File: config.mk
export PLATFORM = sky130hd
export DESIGN_NAME = dcache_responder_flat
export DESIGN_NICKNAME = d
export VERILOG_FILES = /design/src/rtl/dcache_responder_if.sv /design/src/rtl/dcache_responder.sv /design/src/flat_wrapper.sv
export SDC_FILE = /design/constraint.sdc
export NUM_CORES = 2
export LEC_CHECK = 0
export CORE_MARGIN = 2
export CORE_UTILIZATION = 51
export CTS_CLUSTER_SIZE = 14
export DETAILED_ROUTE_END_ITERATION = 8
export PLACE_DENSITY = 0.67
export REMOVE_ABC_BUFFERS = 1
export SKIP_CTS_REPAIR_TIMING = 1
export SLEW_MARGIN = 10
export SYNTH_ARGS = -nofsm -noshare
export SYNTH_HDL_FRONTEND = slang
export SYNTH_SLANG_ARGS = --single-unit
File: constraint.sdc
create_clock -name clk -period 8.3 [get_ports clk]
set_input_delay 1.245 -clock clk [delete_from_list [all_inputs] [get_ports clk]]
set_output_delay 1.245 -clock clk [all_outputs]
set_load 0.01 [all_outputs]
File: src/rtl/dcache_responder_if.sv
// dcache_responder_if: core data-port and backing-memory signals of the
// data-cache responder. The slave modport is the responder's view; the master
// modport is the view of the core/memory environment around it.
interface dcache_responder_if;
  logic [31:0] dcache_addr;
  logic [3:0]  dcache_we;
  logic        dcache_re;
  logic [31:0] dcache_din;
  logic [31:0] dcache_dout;
  logic        stall;
  logic        mem_req_valid;
  logic        mem_req_ready;
  logic        mem_req_rnw;
  logic [29:0] mem_req_addr;
  logic [31:0] mem_req_wdata;
  logic [3:0]  mem_req_wmask;
  logic        mem_resp_valid;
  logic [31:0] mem_resp_data;

  modport slave (
    input  dcache_addr, dcache_we, dcache_re, dcache_din,
    output dcache_dout, stall,
    output mem_req_valid, mem_req_rnw, mem_req_addr, mem_req_wdata, mem_req_wmask,
    input  mem_req_ready, mem_resp_valid, mem_resp_data
  );

  modport master (
    output dcache_addr, dcache_we, dcache_re, dcache_din,
    input  dcache_dout, stall,
    input  mem_req_valid, mem_req_rnw, mem_req_addr, mem_req_wdata, mem_req_wmask,
    output mem_req_ready, mem_resp_valid, mem_resp_data
  );
endinterface

File: src/rtl/dcache_responder.sv
// dcache_responder: direct-mapped, one-word-per-line, write-through /
// no-write-allocate data cache in front of a valid/ready backing memory.
// Hits return in one cycle; misses and writes stall the core until done.
// Optional: define DCACHE_WBUF_EN for a one-entry background write buffer
// (writes no longer stall unless the buffer is already occupied).
module dcache_responder #(
  parameter int IDX_BITS = 6
) (
  input  logic              clk,
  input  logic              reset,
  dcache_responder_if.slave bus
);
  localparam int TAG_BITS = 30 - IDX_BITS;
  localparam int LINES    = 1 << IDX_BITS;

  typedef enum logic [2:0] {IDLE, RD_REQ, RD_WAIT, WR_REQ, DRAIN} state_t;

  state_t              state;
  logic [LINES-1:0]    line_vld;
  logic [TAG_BITS-1:0] tag_mem  [LINES];
  logic [31:0]         data_mem [LINES];

  logic        stall_q;
  logic [31:0] dout_q;
  logic        req_vld_q;
  logic        req_rnw_q;
  logic [29:0] req_addr_q;
  logic [31:0] req_wdata_q;
  logic [3:0]  req_wmask_q;
  logic [29:0] pend_addr;     // word address captured when the core request is sampled

`ifdef DCACHE_WBUF_EN
  // The buffered write lives in the req_* registers; wb_vld marks it pending.
  logic        wb_vld;
  logic        pend_rd;
  logic [31:0] pend_wdata;
  logic [3:0]  pend_wmask;
  logic        wb_free;
`endif

  logic [IDX_BITS-1:0] in_idx;
  logic [TAG_BITS-1:0] in_tag;
  logic [29:0]         in_addr;
  logic                hit, wr_req, rd_req, req_acc, fill;
  logic [31:0]         merged;
  logic                arr_we;
  logic [IDX_BITS-1:0] arr_idx;
  logic [TAG_BITS-1:0] arr_tag;
  logic [31:0]         arr_data;
  logic                unused_addr_lsb;

  assign in_addr = bus.dcache_addr[31:2];
  assign in_idx  = bus.dcache_addr[IDX_BITS+1:2];
  assign in_tag  = bus.dcache_addr[31:IDX_BITS+2];
  assign unused_addr_lsb = ^bus.dcache_addr[1:0];

  // Core requests are only taken in IDLE, which is exactly when stall is low.
  assign hit     = line_vld[in_idx] && (tag_mem[in_idx] == in_tag);
  assign wr_req  = (state == IDLE) && (bus.dcache_we != 4'b0000);
  assign rd_req  = (state == IDLE) && (bus.dcache_we == 4'b0000) && bus.dcache_re;
  assign req_acc = req_vld_q && bus.mem_req_ready;
  assign fill    = (state == RD_WAIT) && bus.mem_resp_valid;
`ifdef DCACHE_WBUF_EN
  // A buffer being accepted this cycle counts as free, so no dead cycle.
  assign wb_free = !wb_vld || req_acc;
`endif

  // Byte-merge of the write data into the currently stored line word.
  always_comb begin
    merged = data_mem[in_idx];
    for (int b = 0; b < 4; b++)
      if (bus.dcache_we[b]) merged[8*b +: 8] = bus.dcache_din[8*b +: 8];
  end

  // Line array write port: refill from memory, or write-hit merge.
  always_comb begin
    arr_we   = 1'b0;
    arr_idx  = in_idx;
    arr_tag  = in_tag;
    arr_data = merged;
    if (fill) begin
      arr_we   = 1'b1;
      arr_idx  = pend_addr[IDX_BITS-1:0];
      arr_tag  = pend_addr[29:IDX_BITS];
      arr_data = bus.mem_resp_data;
    end else if (wr_req && hit) begin
      arr_we   = 1'b1;
    end
  end

  // Tag/data storage; only the valid bits need reset.
  always_ff @(posedge clk) begin
    if (arr_we) begin
      tag_mem[arr_idx]  <= arr_tag;
      data_mem[arr_idx] <= arr_data;
    end
  end

  // Control FSM with registered stall, read data and backing request.
  always_ff @(posedge clk or negedge reset) begin
    if (!reset) begin
      state       <= IDLE;
      line_vld    <= '0;
      stall_q     <= 1'b0;
      dout_q      <= '0;
      req_vld_q   <= 1'b0;
      req_rnw_q   <= 1'b0;
      req_addr_q  <= '0;
      req_wdata_q <= '0;
      req_wmask_q <= '0;
      pend_addr   <= '0;
`ifdef DCACHE_WBUF_EN
      wb_vld      <= 1'b0;
      pend_rd     <= 1'b0;
      pend_wdata  <= '0;
      pend_wmask  <= '0;
`endif
    end else begin
      if (fill) line_vld[arr_idx] <= 1'b1;
      case (state)
        IDLE: begin
`ifdef DCACHE_WBUF_EN
          if (req_acc) begin
            req_vld_q <= 1'b0;
            wb_vld    <= 1'b0;
          end
          if (wr_req) begin
            if (wb_free) begin
              wb_vld      <= 1'b1;
              req_vld_q   <= 1'b1;
              req_rnw_q   <= 1'b0;
              req_addr_q  <= in_addr;
              req_wdata_q <= bus.dcache_din;
              req_wmask_q <= bus.dcache_we;
            end else begin
              pend_rd    <= 1'b0;
              pend_addr  <= in_addr;
              pend_wdata <= bus.dcache_din;
              pend_wmask <= bus.dcache_we;
              stall_q    <= 1'b1;
              state      <= DRAIN;
            end
          end else if (rd_req) begin
            if (hit) begin
              dout_q <= data_mem[in_idx];
            end else begin
              pend_addr <= in_addr;
              stall_q   <= 1'b1;
              if (wb_free) begin
                req_vld_q  <= 1'b1;
                req_rnw_q  <= 1'b1;
                req_addr_q <= in_addr;
                state      <= RD_REQ;
              end else begin
                pend_rd <= 1'b1;
                state   <= DRAIN;
              end
            end
          end
`else
          if (wr_req) begin
            req_vld_q   <= 1'b1;
            req_rnw_q   <= 1'b0;
            req_addr_q  <= in_addr;
            req_wdata_q <= bus.dcache_din;
            req_wmask_q <= bus.dcache_we;
            stall_q     <= 1'b1;
            state       <= WR_REQ;
          end else if (rd_req) begin
            if (hit) begin
              dout_q <= data_mem[in_idx];
            end else begin
              pend_addr  <= in_addr;
              stall_q    <= 1'b1;
              req_vld_q  <= 1'b1;
              req_rnw_q  <= 1'b1;
              req_addr_q <= in_addr;
              state      <= RD_REQ;
            end
          end
`endif
        end
        RD_REQ: if (req_acc) begin
          req_vld_q <= 1'b0;
          state     <= RD_WAIT;
        end
        RD_WAIT: if (fill) begin
          dout_q  <= bus.mem_resp_data;
          stall_q <= 1'b0;
          state   <= IDLE;
        end
        WR_REQ: if (req_acc) begin
          req_vld_q <= 1'b0;
          stall_q   <= 1'b0;
          state     <= IDLE;
        end
`ifdef DCACHE_WBUF_EN
        // Old buffer entry accepted: issue the held request right behind it.
        DRAIN: if (req_acc) begin
          if (pend_rd) begin
            wb_vld     <= 1'b0;
            req_rnw_q  <= 1'b1;
            req_addr_q <= pend_addr;
            state      <= RD_REQ;
          end else begin
            req_rnw_q   <= 1'b0;
            req_addr_q  <= pend_addr;
            req_wdata_q <= pend_wdata;
            req_wmask_q <= pend_wmask;
            stall_q     <= 1'b0;
            state       <= IDLE;
          end
        end
`endif
        default: begin
          req_vld_q <= 1'b0;
          stall_q   <= 1'b0;
          state     <= IDLE;
        end
      endcase
    end
  end

  assign bus.dcache_dout   = dout_q;
  assign bus.stall         = stall_q;
  assign bus.mem_req_valid = req_vld_q;
  assign bus.mem_req_rnw   = req_rnw_q;
  assign bus.mem_req_addr  = req_addr_q;
  assign bus.mem_req_wdata = req_wdata_q;
  assign bus.mem_req_wmask = req_wmask_q;
endmodule

File: src/flat_wrapper.sv
// flat-port wrapper written by rule: the top's interface ports become plain ports
module dcache_responder_flat 
#(
  parameter int IDX_BITS = 6
)
  (clk, reset, bus_dcache_addr, bus_dcache_we, bus_dcache_re, bus_dcache_din, bus_dcache_dout, bus_stall, bus_mem_req_valid, bus_mem_req_rnw, bus_mem_req_addr, bus_mem_req_wdata, bus_mem_req_wmask, bus_mem_req_ready, bus_mem_resp_valid, bus_mem_resp_data);
  dcache_responder_if bus_i ();
  input  logic clk;
  input  logic reset;
  input wire logic [$bits(bus_i.dcache_addr)-1:0] bus_dcache_addr;
  input wire logic [$bits(bus_i.dcache_we)-1:0] bus_dcache_we;
  input wire logic [$bits(bus_i.dcache_re)-1:0] bus_dcache_re;
  input wire logic [$bits(bus_i.dcache_din)-1:0] bus_dcache_din;
  output wire logic [$bits(bus_i.dcache_dout)-1:0] bus_dcache_dout;
  output wire logic [$bits(bus_i.stall)-1:0] bus_stall;
  output wire logic [$bits(bus_i.mem_req_valid)-1:0] bus_mem_req_valid;
  output wire logic [$bits(bus_i.mem_req_rnw)-1:0] bus_mem_req_rnw;
  output wire logic [$bits(bus_i.mem_req_addr)-1:0] bus_mem_req_addr;
  output wire logic [$bits(bus_i.mem_req_wdata)-1:0] bus_mem_req_wdata;
  output wire logic [$bits(bus_i.mem_req_wmask)-1:0] bus_mem_req_wmask;
  input wire logic [$bits(bus_i.mem_req_ready)-1:0] bus_mem_req_ready;
  input wire logic [$bits(bus_i.mem_resp_valid)-1:0] bus_mem_resp_valid;
  input wire logic [$bits(bus_i.mem_resp_data)-1:0] bus_mem_resp_data;
  assign bus_i.dcache_addr = bus_dcache_addr;
  assign bus_i.dcache_we = bus_dcache_we;
  assign bus_i.dcache_re = bus_dcache_re;
  assign bus_i.dcache_din = bus_dcache_din;
  assign bus_dcache_dout = bus_i.dcache_dout;
  assign bus_stall = bus_i.stall;
  assign bus_mem_req_valid = bus_i.mem_req_valid;
  assign bus_mem_req_rnw = bus_i.mem_req_rnw;
  assign bus_mem_req_addr = bus_i.mem_req_addr;
  assign bus_mem_req_wdata = bus_i.mem_req_wdata;
  assign bus_mem_req_wmask = bus_i.mem_req_wmask;
  assign bus_i.mem_req_ready = bus_mem_req_ready;
  assign bus_i.mem_resp_valid = bus_mem_resp_valid;
  assign bus_i.mem_resp_data = bus_mem_resp_data;
  dcache_responder #(.IDX_BITS(IDX_BITS)) u_core (.clk(clk), .reset(reset), .bus(bus_i));
endmodule
## Word-level counts from Yosys, hierarchy flattened

Memory sizes are Yosys's and may differ from the RTL's.
Index checks and enable logic that the tools add are counted.

| operators by class | value |
|---|---|
| bitwise operators | 5 |
| equal/unequal tests | 14 |
| reductions and logical operators | 21 |
| multiplexer cells | 38 |
| $lt $le $gt $ge | 3 |

Operators with widths:

| operator | number |
|---|---|
| $mux W32 | 5 |
| $mux W30 | 3 |
| $or A64 B64 Y64 | 1 |
| $pmux W32 S2 | 1 |
| $mux W8 | 4 |
| $eq A24 B24 Y1 | 1 |
| $mux W24 | 1 |
| $mux W3 | 6 |
| $reduce_and A5 Y1 | 3 |
| $lt A6 B7 Y1 const B | 2 |
| $mux W1 | 12 |
| $ne A2 B1 Y1 const B | 6 |
| $pmux W3 S4 | 1 |
| $logic_and A1 B1 Y1 | 8 |
| $reduce_and A4 Y1 | 2 |
| $bmux W1 S6 | 1 |
| $demux W1 S6 | 1 |
| $eq A3 B2 Y1 const B | 2 |
| $ge A6 B1 Y1 const B | 1 |
| $mux W6 | 1 |
| $logic_not A4 Y1 | 1 |
| $ne A2 B2 Y1 const B | 2 |
| $not A1 Y1 | 4 |
| $pmux W1 S4 | 1 |
| 10 further kinds | 11 |

| word-level totals | value |
|---|---|
| RAM bits | 3584 |
| memories | 2 |
| flip-flop bits (word level) | 198 |
| input port bits | 105 |
| logic and storage cells | 93 |

Memories:

| memory | words | width | read ports | clocked after memory_dff | wr ports | line | text |
|---|---|---|---|---|---|---|---|
| u_core.data_mem | 64 | 32 | 1 | 0 | 1 | dcache_responder.sv:21 | `logic [31:0] data_mem [LINES];` |
| u_core.tag_mem | 64 | 24 | 1 | 0 | 1 | dcache_responder.sv:20 | `logic [TAG_BITS-1:0] tag_mem [LINES];` |

## Logic depth before layout (Yosys ltp)

| logic depth | value |
|---|---|
| depth in word-level cells | 8 |
| gate-level depth with buffers | 18 |

## Least setup slack after synthesis

Ideal clock, no wire load.

| timing | value |
|---|---|
| path kind | input to register |
| start point | input port bus_dcache_addr[3] |
| end point | memory u_core.data_mem[0][18], data pin |
| stages | 18 |
| path slack | 762 ps |
| library setup time | 702 ps |
| arrival | 6837 ps |
| required time | 7598 ps |
| path buffers | 10 |
| path through | buf_6 > buf_4 > buf_4 > buf_6 > buf_4 > buf_2 > buf_2 > clkbuf_1 > clkbuf_1 > buf_1 > mux4_2 > mux4_2 > nand2_1 > a21oi_1 > a21oi_1 > nor2_1 > a21oi_1 > o21ai_0 |

| between the ends | value |
|---|---|
| longest elaborated chain between the ends | 3 |

RTL lines:

| element | line | text |
|---|---|---|
| start, declared | flat_wrapper.sv:10 | `input wire logic [$bits(bus_i.dcache_addr)-1:0] bus_dcache_addr;` |
| $mem_v2 Z64 W32 | n/a |  |
| $mux W8 | dcache_responder.sv:72 | `if (bus.dcache_we[b]) merged[8*b +: 8] = bus.dcache_din[8*b +: 8];` |
| $mux W32 | dcache_responder.sv:81 | `if (fill) begin` |
| net u_core.arr_data[18] | dcache_responder.sv:49 | `logic [31:0] arr_data;` |
| end, declared | dcache_responder.sv:21 |  |

The timed path passes the listed nets, and every way through them passes these cells.

## Final worst setup path

| timing | value |
|---|---|
| start point | input port bus_dcache_addr[3] |
| end point | memory u_core.tag_mem[20][3] in the netlist's numbering (enable) |

| between the ends | value |
|---|---|
| longest elaborated chain between the ends | 8 |
| elaborated cells on any way between the ends | 11 |
| those cells by class | 1 x eq/ne; 7 x mux; 2 x reduce/logical; 1 x memory |

RTL lines:

| element | line | text |
|---|---|---|
| $mem_v2 Z64 W24 / $bmux W1 S6 (equally long branches) | n/a |  |
| $eq A24 B24 Y1 / $mux W1 (equally long branches) | dcache_responder.sv:58 | `assign hit = line_vld[in_idx] && (tag_mem[in_idx] == in_tag);` |
| $logic_and A1 B1 Y1 | dcache_responder.sv:58 |  |
| $logic_and A1 B1 Y1 | dcache_responder.sv:86 | `end else if (wr_req && hit) begin` |
| $mux W1 | dcache_responder.sv:86 |  |
| $mux W1 | dcache_responder.sv:81 |  |
| $mux W1 | dcache_responder.sv:93 | `if (arr_we) begin` |
| $mux W1 (not written as such) | dcache_responder.sv:94 | `tag_mem[arr_idx] <= arr_tag;` |
| end, declared | dcache_responder.sv:20 |  |

Parallel ways exist; a longest one is shown, timed or not. The select of a mux whose other input is x is not followed.

==> reports/metrics.yaml <==
status: "finished, final reports clean"
min_period_ps: 7020
r2r_cells: 11
drc: 0
pre_cts_ws_ps: 512
dpl.hpwl_um: 226000
crit_path_end_kind: "flip-flop"
grt_setup_unrepaired: "false"
gr-usage-all-layers_pct: 27.9
fin_crit_sh_pct: 84.6
cts_buffer_depth: 4
startpoint_type: "input pin"
hold_violations: 0
drtIter0Drc: 12462
io_buffers: 203
synth.top_cell.area_share_pct: 73.1
worstSkewPairLatency_ps: 950
ios: 206
fin_worst_skew_ps: 48.8
drt_pre_antenna_iters: 8
fin_nets: 7539
wirelength_um: 411000
yosys_warnings: 0
maxCapViolCount: 0
p_leak_nw: 55.3
seq_power_share_pct: 50.6
worst_ir_drop_vdd_mv: 0.237
worstPathArrival_ps: 7600
swShare_pct: 24.1
die_y_um: 541
ys_async_sr_fraction_pct: 5.21
clockPowerShare_pct: 38.3
fin_setup_tns_ps: 0
row_count: 197
drive_gt1_share_pct: 25.9
yosysSeqAreaShare_pct: 76.4
wl_per_cell_um: 35.5
total_power_mw: 44.8
ys_ff_latch: 3781
gp_congestion: 0.880
via_count: 75510
ctsRootBufferMaster: "clkbuf_16"
cts_made_buffers: 382
place_area_sq_um: 157000
p_per_area_nw_per_um2: 264
synthToLayoutAreaGrowth_pct: 15.0
yosysUniqueCellTypes: 91
synth-main-ff-cell: "edfxtp_1"
relSlewSlack_pct: 18.8
avgSynthCellArea_sq_um: 21.5
grt-ovfl-total: 0
slew_violations: 0
crit_fanout: 60
fp.dieW_um: 541
drtAntennaViolNets: 0
syn_area_sq_um: 147000
grt_pass1_vias: 74535
critPathKind: "input pin to flip-flop"
cts_tree: "done"
clk_pin_slew_worst_paths_ps: 70
grt_max_degree: 105
synth_edf_count: 3584
stdcell_area_sq_um: 169000
p_int_mw: 34.0
synth_top_cell_by_area: "edfxtp_1"
r2r_slack_ps: 2480
setup_violations: 0
synth_area_leaders: "edfxtp_1, mux4_2, dfrtp_1"
tightest_slew_ps: 1220
synth_cells: 6860
dieArea_sq_um: 293000
power_switching_mw: 10.8
required_ps: 8880
clock-sinks: 3781
timing.hold.ws_ps: 280
grt_pass1_wl_um: 572000
htreeDepth: 5
comb_power_share_pct: 11.1
routed_via_density: 6.54
r2r-end: "u_core.tag_mem[20][3]"
timing.rr.start: "u_core.tag_mem[54][13]"
fmax_mhz: 142
antenna_found_initial: 19
start_util_pct: 51.2
layout_setup_ws_ps: 1280
coreArea_sq_um: 288000
min_path_type: "input pin to async pin"
[Yosys cell counts (all sizes together), types with 64 or more instances]
| cell type | count |
|---|---|
| edfxtp | 3584 |
| mux4 | 874 |
| mux2i | 421 |
| nand2 | 408 |
| buf | 245 |
| dfrtp | 197 |
| a22oi | 166 |
| clkbuf | 134 |
| mux2 | 125 |
| nor2 | 115 |
| o21ai | 77 |
| nand3 | 72 |
| o21bai | 64 |
[layer usage]
metal	vias to the layer above	share of wire [%]	GRT usage, %
met4	4	3.4	8.75
met2	4880	46	42.6
met3	688	12	6.72
met1	40151	38	40.0
met5	-	0.015	0
li1	29787	-	-
[metrics by stage]
stage | util [%] | std cells
2_1_floorplan | - | 6479
3_3_place_gp | 54.5 | 10831
3_5_place_dp | 54.5 | 10831
4_1_cts | 58.9 | 11540
5_1_grt | 58.9 | 11543
6_report | 58.9 | 11552
[cells by family after synthesis]
kind of cell / synth area share, %
xor+xnor: 0.0892
mux: 17.3
compound gates: 2.32
buf+inv: 1.48
flops: 76.4
simple gates: 2.39
[power groups by stage]
stage,sequential (mW),clock [mW],combinational [mW]
after floorplan,23.3,0,2.19
after global placement,23.0,0,4.74
after detailed placement,23.1,0,4.92
after CTS,22.7,17.3,4.93
after global routing,22.7,18.1,5.24
final,22.7,17.2,4.95
[final cells by class]
cell class | instances | area, sq um
fill | 19972 | 118000
antenna | 12 | 30.0
tap | 3781 | 4730
inverter | 6 | 22.5
clock buffer | 485 | 10200
timing repair buffer | 571 | 6070
multi-input combinational | 2692 | 33500
sequential | 3781 | 113000
clock inverter | 224 | 2290
[state kept, by name (all words and copies together) (netlist names)]
signal / flops
u_core.bus.dcache_dout: 32
u_core.bus.mem_req_addr: 30
u_core.bus.mem_req_rnw: 1
u_core.bus.mem_req_valid: 1
u_core.bus.mem_req_wdata: 32
u_core.bus.mem_req_wmask: 4
u_core.bus.stall: 1
u_core.data_mem: 2048
u_core.line_vld: 64
u_core.pend_addr: 30
u_core.state: 2
u_core.tag_mem: 1536
[worst max-delay path, cell delays in order]
cell and delay, ps:
buf_8 400, buf_4 350, nor2b_4 140, buf_12 220
buf_4 190, a221oi_1 450, o21ai_0 290, nand4_1 180
mux2i_1 470, o211ai_1 140, or4_1 560, nor4_2 360
a21o_1 390, nand2_1 550, nor2_4 740, buf_4 480
[cells in the final DEF (no fill, tap or decap), types with 89 or more instances in the layout]
master and count:
buf_12 101, buf_4 267, clkinv_1 89, edfxtp_1 3584, clkbuf_16 385, mux4_2 858, nand2_1 401, a22oi_1 165
dfrtp_1 197, clkdlybuf4s50_1 193, mux2i_1 421
[how the worst max path moves through the flow]
stage | start | end | slack (ps) | cells past startpoint
5_1_grt | bus_dcache_addr[2] | u_core.tag_mem[20][3] | 1300 | 14
3_3_place_gp | bus_dcache_addr[2] | u_core.data_mem[20][25] | 630 | 14
3_5_place_dp | bus_dcache_addr[2] | u_core.data_mem[20][25] | 510 | 14
4_1_cts | bus_dcache_addr[2] | u_core.tag_mem[20][3] | 1490 | 14
2_1_floorplan | bus_mem_resp_valid | u_core.data_mem[24][0] | 20 | 6
6_report | bus_dcache_addr[3] | u_core.tag_mem[20][3] | 1280 | 16
(Power assumes the default switching activity.)
